## src/rtl/display_pkg.sv

```systemverilog
// Shared constants for the 4-digit multiplexed result display:
// segment patterns, digit indices and digit-enable codes.
package display_pkg;

   typedef enum logic [1:0] {
      DIG0 = 2'd0,
      DIG1 = 2'd1,
      DIG2 = 2'd2,
      DIG3 = 2'd3
   } digit_e;

   typedef struct packed {
      logic [2:0] sum;
      logic       carry_out;
      logic       mode;
      logic       overflow;
   } snap_t;

   localparam logic [6:0] SEG_0     = 7'b1000000;
   localparam logic [6:0] SEG_1     = 7'b1111001;
   localparam logic [6:0] SEG_2     = 7'b0100100;
   localparam logic [6:0] SEG_3     = 7'b0110000;
   localparam logic [6:0] SEG_4     = 7'b0011001;
   localparam logic [6:0] SEG_A     = 7'b0001000;
   localparam logic [6:0] SEG_S     = 7'b0010010;
   localparam logic [6:0] SEG_DASH  = 7'b0111111;
   localparam logic [6:0] SEG_O     = 7'b0100011;
   localparam logic [6:0] SEG_BLANK = 7'b1111111;

   localparam logic [3:0] AN_OFF = 4'b1111;
   localparam logic [3:0] AN_D0  = 4'b1110;
   localparam logic [3:0] AN_D1  = 4'b1101;
   localparam logic [3:0] AN_D2  = 4'b1011;
   localparam logic [3:0] AN_D3  = 4'b0111;

   // Widened to 4 bits so that -4 yields 4 rather than wrapping.
   function automatic logic [3:0] magnitude(input logic [2:0] s);
      logic [3:0] sx;
      sx = {s[2], s};
      return s[2] ? (~sx + 4'd1) : sx;
   endfunction

   function automatic logic [6:0] digit_seg(input logic [3:0] v);
      logic [6:0] p;
      p = SEG_BLANK;
      case (v)
         4'd0:    p = SEG_0;
         4'd1:    p = SEG_1;
         4'd2:    p = SEG_2;
         4'd3:    p = SEG_3;
         4'd4:    p = SEG_4;
         default: p = SEG_BLANK;
      endcase
      return p;
   endfunction

endpackage

```

## src/rtl/display_timebase.sv

```systemverilog
// Dwell counter, digit scan index and frame-rate blink generator
// for the multiplexed display.
module display_timebase
   import display_pkg::*;
#(
   parameter int unsigned DWELL_CYCLES = 100000,
   parameter int unsigned BLINK_FRAMES = 125
) (
   input  logic   clk,
   input  logic   rst_n,
   output digit_e digit_idx,
   output logic   frame_tick,
   output logic   blink_on
);

   localparam int unsigned DW =
      (DWELL_CYCLES > 1) ? $clog2(DWELL_CYCLES) : 1;
   localparam int unsigned FW =
      (BLINK_FRAMES > 1) ? $clog2(BLINK_FRAMES) : 1;
   localparam logic [DW-1:0] DWELL_LAST = DW'(DWELL_CYCLES - 1);
   localparam logic [FW-1:0] FRAME_LAST = FW'(BLINK_FRAMES - 1);

   logic [DW-1:0] dwell;
   logic [FW-1:0] frame_cnt;
   logic          dwell_wrap;

   assign dwell_wrap = (dwell == DWELL_LAST);
   assign frame_tick = dwell_wrap && (digit_idx == DIG3);

   always_ff @(posedge clk) begin
      if (!rst_n) begin
         dwell     <= '0;
         digit_idx <= DIG0;
         frame_cnt <= '0;
         blink_on  <= 1'b1;
      end else begin
         dwell <= dwell_wrap ? '0 : dwell + 1'b1;
         if (dwell_wrap)
            digit_idx <= digit_e'(digit_idx + 2'd1);
         if (frame_tick) begin
            if (frame_cnt == FRAME_LAST) begin
               frame_cnt <= '0;
               blink_on  <= ~blink_on;
            end else begin
               frame_cnt <= frame_cnt + 1'b1;
            end
         end
      end
   end

endmodule

```

## src/rtl/result_display_mux.sv

```systemverilog
// Shows the adder/subtractor result on a 4-digit common-anode display,
// with inputs frozen for a whole scan frame.
module result_display_mux
   import display_pkg::*;
#(
   parameter int unsigned DWELL_CYCLES = 100000,
   parameter int unsigned BLINK_FRAMES = 125
) (
   input  logic       clk,
   input  logic       rst_n,
   input  logic [2:0] sum,
   input  logic       carry_out,
   input  logic       mode,
   input  logic       overflow,
   output logic [3:0] an,
   output logic [6:0] seg,
   output logic       dp
);

   digit_e     digit_idx;
   logic       frame_tick;
   logic       blink_on;
   snap_t      snap;
   logic [3:0] an_d;
   logic [6:0] seg_d;
   logic       dp_d;

   display_timebase #(
      .DWELL_CYCLES(DWELL_CYCLES),
      .BLINK_FRAMES(BLINK_FRAMES)
   ) u_timebase (
      .clk       (clk),
      .rst_n     (rst_n),
      .digit_idx (digit_idx),
      .frame_tick(frame_tick),
      .blink_on  (blink_on)
   );

   // Loading only on the frame boundary keeps each frame self-consistent.
   always_ff @(posedge clk) begin
      if (!rst_n)
         snap <= '0;
      else if (frame_tick)
         snap <= {sum, carry_out, mode, overflow};
   end

   always_comb begin
      an_d  = AN_OFF;
      seg_d = SEG_BLANK;
      dp_d  = 1'b1;
      unique case (digit_idx)
         DIG3: begin
            an_d  = AN_D3;
            seg_d = snap.mode ? SEG_S : SEG_A;
         end
         DIG2: begin
            an_d  = AN_D2;
            seg_d = snap.sum[2] ? SEG_DASH : SEG_BLANK;
         end
         DIG1: begin
            an_d  = AN_D1;
            seg_d = digit_seg(magnitude(snap.sum));
         end
         DIG0: begin
            an_d  = AN_D0;
            seg_d = (snap.overflow && blink_on) ? SEG_O : SEG_BLANK;
            dp_d  = ~snap.carry_out;
         end
      endcase
   end

   always_ff @(posedge clk) begin
      if (!rst_n) begin
         an  <= AN_OFF;
         seg <= SEG_BLANK;
         dp  <= 1'b1;
      end else begin
         an  <= an_d;
         seg <= seg_d;
         dp  <= dp_d;
      end
   end

endmodule

```

## config.mk

```make
export PLATFORM = sky130hd
export DESIGN_NAME = result_display_mux
export DESIGN_NICKNAME = d
export VERILOG_FILES = /design/src/rtl/display_pkg.sv /design/src/rtl/display_timebase.sv /design/src/rtl/result_display_mux.sv
export SDC_FILE = /design/constraint.sdc
export NUM_CORES = 1
export LEC_CHECK = 0
export ABC_CLOCK_PERIOD_IN_PS = 1900
export CAP_MARGIN = 0
export CORE_MARGIN = 8
export CORE_UTILIZATION = 41
export CTS_BUF_LIST = sky130_fd_sc_hd__clkbuf_4 sky130_fd_sc_hd__clkbuf_8 sky130_fd_sc_hd__clkbuf_16
export DETAILED_ROUTE_END_ITERATION = 6
export PLACE_DENSITY_LB_ADDON = 0.2
export SLEW_MARGIN = 20
export SYNTH_ARGS = -nofsm -noshare
export SYNTH_HDL_FRONTEND = slang
export SYNTH_SLANG_ARGS = --single-unit
```

## constraint.sdc

```tcl
create_clock -name clk -period 1.9 [get_ports clk]
set_input_delay 0.38 -clock clk [delete_from_list [all_inputs] [get_ports clk]]
set_output_delay 0.38 -clock clk [all_outputs]
set_load 0.03 [all_outputs]
```

==> results.yml, run 1 <==
clock_network:
  cts_htree_levels: 2
  cts_setup_buffers: 0
  insertion_delay_ns: 0.30
  max-clock-path-buffers: 2
  cts_tree: "built"
  cts_root_buffer: "clkbuf_8"
  numCtsBuffers: 5
  clock_sinks: 45
  path_clk_slew_ns: 0.08
  cts_resized: 0
  ctsHoldBuffers: 0
pwr:
  total_leakage_power_nw: 0.940
  power.switching_mw: 0.339
  p_int_mw: 1.36
  seq_power_share_pct: 56.3
  clock_power_share_pct: 40.7
  power_frac_comb_pct: 3.0
  powerDensity_mw_per_mm2: 633
  ir_drop_uv: 263
  switching_share_pct: 20.0
routing:
  dr.pass1.iters: 4
  drt_iter0_markers: 112
  finalWirelength_mm: 4.77
  wl_per_cell_um: 13.7
  ant_nets: 0
  vias_per_cell: 5.47
  vias: 1899
  drc_errors: 0
global_route:
  grt_pass1_vias: 1776
  antenna_found_initial: 0
  track_usage_pct: 12.7
  grt_pass1_wl_mm: 8.03
  overflow: 0
  grt_max_degree: 22
critical_path:
  critPathArrivalTime_ns: 2.03
  worstSetupPathType: "flop to flop"
  cp-start-kind: "flop"
  crit_path_max_fanout: 4
  critPathCaptureType: "flop"
  required_ns: 2.13
sta:
  rsz0062_at_grt: "false"
  finalMaxSlewViolations: 0
  worst_slew_pin_slew_ns: 0.519
  min_period_ns: 1.80
  finalHoldViolations: 0
  min_period_over_period_pct: 94.8
  skew_ns: 0.00892
  slew_headroom_pct: 65.1
  fmax_mhz: 555
  setup_violations: 0
  fin_tns_setup_ns: 0
die:
  die_w_um: 89.4
  core_area_sq_mm: 0.00514
  ios: 20
  rows: 26
  dieArea_sq_mm: 0.00799
  initial_utilization_pct: 43.0
  die_h_um: 89.4
yosys:
  ys_seq_elements: 45
  yosysMostFrequentCell: "dfxtp_1"
  yosysTopAreaCellShare_pct: 40.8
  synthCells: 248
  yosysUniqueCellTypes: 47
  synth_edf_count: 0
  ys_warn_count: 0
  synthFlopType: "dfxtp_1"
  syn_nets: 268
  yosys-top-cells-area: "dfxtp_1, ha_1, a21boi_0"
  async_flop_share_pct: 0
  ys_seq_area_share_pct: 40.8
  syn_area_sq_mm: 0.00221
  yosys.area.top_type: "dfxtp_1"
  avgSynthCellArea_sq_um: 8.91
  synth_common_cells: "dfxtp_1, o21ai_0, nand2_1"
placed_design:
  hpwl_mm: 3.47
  gp_congestion: 0.786
  port_buffers: 19
  placed_area_sq_mm: 0.00255
cells_and_area:
  n_antenna_cell: 0
  layout-drive-gt1-share_pct: 13.0
  fill_cells: 510
  multi_input_area_sq_mm: 0.00126
  syn2layout_area_growth_pct: 21.3
  postLayoutCellArea_sq_mm: 0.00268
  fin_nets: 297
  seq_area_sq_um: 903
worst_hold_path:
  hold_path.class: "flop to flop"
run_status:
  status: "finished, final reports clean"
flow_run:
  drv_cap: 0
critical path, cell delays in order (launching register included):
cell     delay, ns
dfxtp_1       0.38
ha_1          0.22
nand3_1       0.12
or3_4         0.42
or4_1         0.47
a21oi_1       0.15
per-stage QoR:
| stage | hold WS (ns) | power [mW] | util [%] | setup slack (ns) | std cells |
|---|---|---|---|---|---|
| after floorplan | 0.364 | 1.00 | - | 0.0807 | 248 |
| after global placement | 0.393 | 1.03 | 49.5 | 0.123 | 340 |
| after detailed placement | 0.396 | 1.03 | 49.5 | 0.0155 | 340 |
| after CTS | 0.415 | 1.72 | 51.6 | 0.00427 | 347 |
| after global routing | 0.427 | 1.77 | 52.2 | 0.00101 | 347 |
| final | 0.415 | 1.70 | 52.2 | 0.0989 | 347 |
state kept, by name, summed over array words and instances (netlist names):
register	flops
u_timebase.dwell	17
an	4
seg	7
u_timebase.blink_on	1
u_timebase.frame_cnt	7
u_timebase.digit_idx	2
snap	6
dp	1
logic make-up after synthesis:
family / share of synthesized area, %
buffers and inverters: 3.45
adder cells (fa/ha/maj): 6.79
XOR/XNOR: 4.36
AND/OR/NAND/NOR: 27.1
AO/OA/AOI/OAI: 17.0
flip-flops: 40.8
multiplexers: 0.510
routing by layer:
| layer | share of wire, % | global-route usage [%] |
|---|---|---|
| met5 | 0 | 0 |
| met4 | 1.6 | 3.78 |
| met3 | 5.6 | 3.49 |
| met2 | 49 | 22.1 |
| met1 | 44 | 14.7 |
cells in the final DEF, fill, tap and decap left out, types with 5 or more instances in the layout:
master           Yosys  final
dfxtp_1             45     43
o21ai_0             19     19
clkdlybuf4s50_1      0     19
nand2_1             18     17
nor2_1              16     16
a21boi_0            15     15
buf_4                0     13
nand3_1             12     11
ha_1                12     11
inv_1               10     10
nand4_1             10     10
xnor2_1              8      8
nor4_1               6      6
clkbuf_8             0      5
cell type report:
type,instances,share of cell area (%)
multi-input cells,183,47.0
inverters,10,1.40
repair buffers,32,10.7
clock inverters,2,1.31
clock buffers,5,2.57
flip-flops and latches,45,33.7
well taps,70,3.27
power groups by stage:
stage	clock network [mW]	registers [mW]	logic, mW
after floorplan	0	0.978	0.0228
after global placement	0	0.976	0.0511
after detailed placement	0	0.977	0.0516
after CTS	0.717	0.954	0.0519
after global routing	0.755	0.955	0.0563
final	0.691	0.954	0.0509
path summary, 6_finish.rpt:
| kind | from | to | slack, ns | cells past startpoint |
|---|---|---|---|---|
| hold / removal | snap[2] | dp | 0.42 | 1 |
| setup reg to reg | u_timebase.dwell[0] | u_timebase.dwell[16] | 0.1 | 5 |
| hold reg to reg | snap[2] | dp | 0.42 | 1 |
| setup / recovery | u_timebase.dwell[0] | u_timebase.dwell[16] | 0.1 | 5 |
No activity file was read; power rests on OpenSTA's default activity.
==> inputs of run 2 (changes only) <==
--- a/config.mk
+++ b/config.mk
@@ -8,9 +8,10 @@
 export ABC_CLOCK_PERIOD_IN_PS = 1900
 export CAP_MARGIN = 0
 export CORE_MARGIN = 8
-export CORE_UTILIZATION = 41
+export CORE_UTILIZATION = 50
 export CTS_BUF_LIST = sky130_fd_sc_hd__clkbuf_4 sky130_fd_sc_hd__clkbuf_8 sky130_fd_sc_hd__clkbuf_16
 export DETAILED_ROUTE_END_ITERATION = 6
+export GPL_ROUTABILITY_DRIVEN = 0
 export PLACE_DENSITY_LB_ADDON = 0.2
 export SLEW_MARGIN = 20
 export SYNTH_ARGS = -nofsm -noshare
==> run 2 against run 1 <==
- register-to-register slack about the same
- sequential share of layout area is 0.093 points lower
- sequential power is essentially flat
- non-clock buffer count rose by 3
- wire length shrank 4.5%
- clock skew decreased by 0.0041 ns
- maximum frequency is 0.44% lower
- clock power increased by 11%
- power increased by 4.4%
- setup slack worse by 0.0080 ns
- critical endpoint is now seg[6]
- utilization grew 10 points
- combinational power hardly changed
==> results.yml, run 2 (same netlist as run 1, synthesis figures left out) <==
pwr:
  powerDensity_mw_per_mm2: 660
  report.power.total_mw: 1.77
  ir_drop_uv: 385
  total_leakage_power_nw: 0.959
sta:
  fin_tns_setup_ns: 0
  timing.hold.ws_ns: 0.438
  worst_slew_pin_slew_ns: 0.583
  slew_headroom_pct: 60.8
  finalHoldViolations: 0
  finalMaxSlewViolations: 0
  min_period_ns: 1.81
  rsz0062_at_grt: "true"
  fin_ws_ns: 0.0909
  skew_ns: 0.00477
  min_period_over_period_pct: 95.2
  fmax_mhz: 553
  setup_violations: 0
critical_path:
  ff2ff_setup_slack_ns: 0.09
  required_ns: 2.09
  critPathCaptureType: "flop"
  reg2reg_to: "seg[6]"
  critPathArrivalTime_ns: 2.00
  crit_start: "snap[3]"
  crit_path_max_fanout: 4
  worstSetupEndpoint: "seg[6]"
  worstSetupPathType: "flop to flop"
  r2r_cells: 6
  r2r_start: "snap[3]"
  cp-start-kind: "flop"
clock_network:
  insertion_delay_ns: 0.30
  clock_sinks: 45
  cts_tree: "built"
  numCtsBuffers: 5
  cts_htree_levels: 2
  cts_setup_buffers: 0
  cts_root_buffer: "clkbuf_8"
  max-clock-path-buffers: 2
  path_clk_slew_ns: 0.09
global_route:
  overflow: 0
  grt_pass1_vias: 1761
  grt-busiest-layer: "met2"
  met2_usage_pct: 24.6
  met1_usage_pct: 18.2
  grt_pass1_wl_mm: 8.08
  antenna_found_initial: 0
  grtUsageMet3_pct: 4.11
  track_usage_pct: 15.2
  grt_max_degree: 16
die:
  die_w_um: 82.5
  die_h_um: 82.5
  rows: 24
  ios: 20
  dieArea_sq_mm: 0.00680
  core_area_sq_mm: 0.00429
  initial_utilization_pct: 51.5
cells_and_area:
  largest_reg_flops: 17
  fin_util_pct: 62.4
  stdcell_count: 333
  largest-register: "u_timebase.dwell"
  fin_nets: 300
  postLayoutCellArea_sq_mm: 0.00268
  syn2layout_area_growth_pct: 21.3
  layout_common_cells: "dfxtp_1, o21ai_0, clkdlybuf4s50_1, nand2_1"
  n_antenna_cell: 0
  top_regs: "u_timebase.dwell x17, seg x7, u_timebase.frame_cnt x7"
  layout-drive-gt1-share_pct: 12.8
  layout_commonest_cell: "dfxtp_1"
routing:
  dr.pass1.iters: 4
  ant_nets: 0
  vias_per_cell: 5.56
  drc_errors: 0
  vias: 1850
  drt_iter0_markers: 113
  wl_per_cell_um: 13.7
  finalWirelength_mm: 4.55
placed_design:
  hpwl_mm: 3.36
  port_buffers: 19
  placed_cells: 325
  placed_area_sq_mm: 0.00255
  dp_slack_ns: 0.0781
worst_hold_path:
  hold_path.class: "flop to flop"
run_status:
  status: "finished, final reports clean"
flow_run:
  drv_cap: 0
## run 2: worst min path at each step
stage | startpoint | to | cells after the start
final | snap[2] | dp | 1
after global routing | snap[2] | dp | 1
after CTS | snap[2] | dp | 1
after detailed placement | snap[2] | dp | 1
after global placement | snap[2] | dp | 1
after floorplan | snap[2] | dp | 1
## run 2: layout make-up
cell class	instances	area, sq um
clock inverters	2	37.5
flip-flops and latches	45	901
repair buffers	35	310
inverters	10	37.5
fillers	394	1610
multi-input cells	183	1250
well taps	52	65.1
clock buffers	6	82.6
## run 2: repair_timing
action                     in CTS  in global routing
hold buffers                    0                  0
resized for setup               0                  5
setup endpoints to repair       0                  5
## run 2: layer usage
metal  up-vias  routed length, um
met2        33               2140
met1       846               2090
met3         6                231
met4         0                 93
met5         -                  0
li1        965                  -
## run 2: power by group
| part | switching, mW | leakage [nW] | internal [mW] | total, mW |
|---|---|---|---|---|
| clock network | 0.339 | 0.0574 | 0.428 | 0.767 |
| logic | 0.0232 | 0.538 | 0.0275 | 0.0507 |
| registers | 0.00506 | 0.364 | 0.949 | 0.954 |
| total | 0.367 | 0.959 | 1.40 | 1.77 |
## run 2: worst max-delay path: stages (launching register included)
cell      delay, ns
dfxtp_1        0.34
inv_1          0.05
ha_1           0.33
or3b_2         0.45
a31o_2         0.24
a221oi_2       0.20
o21ai_0        0.09
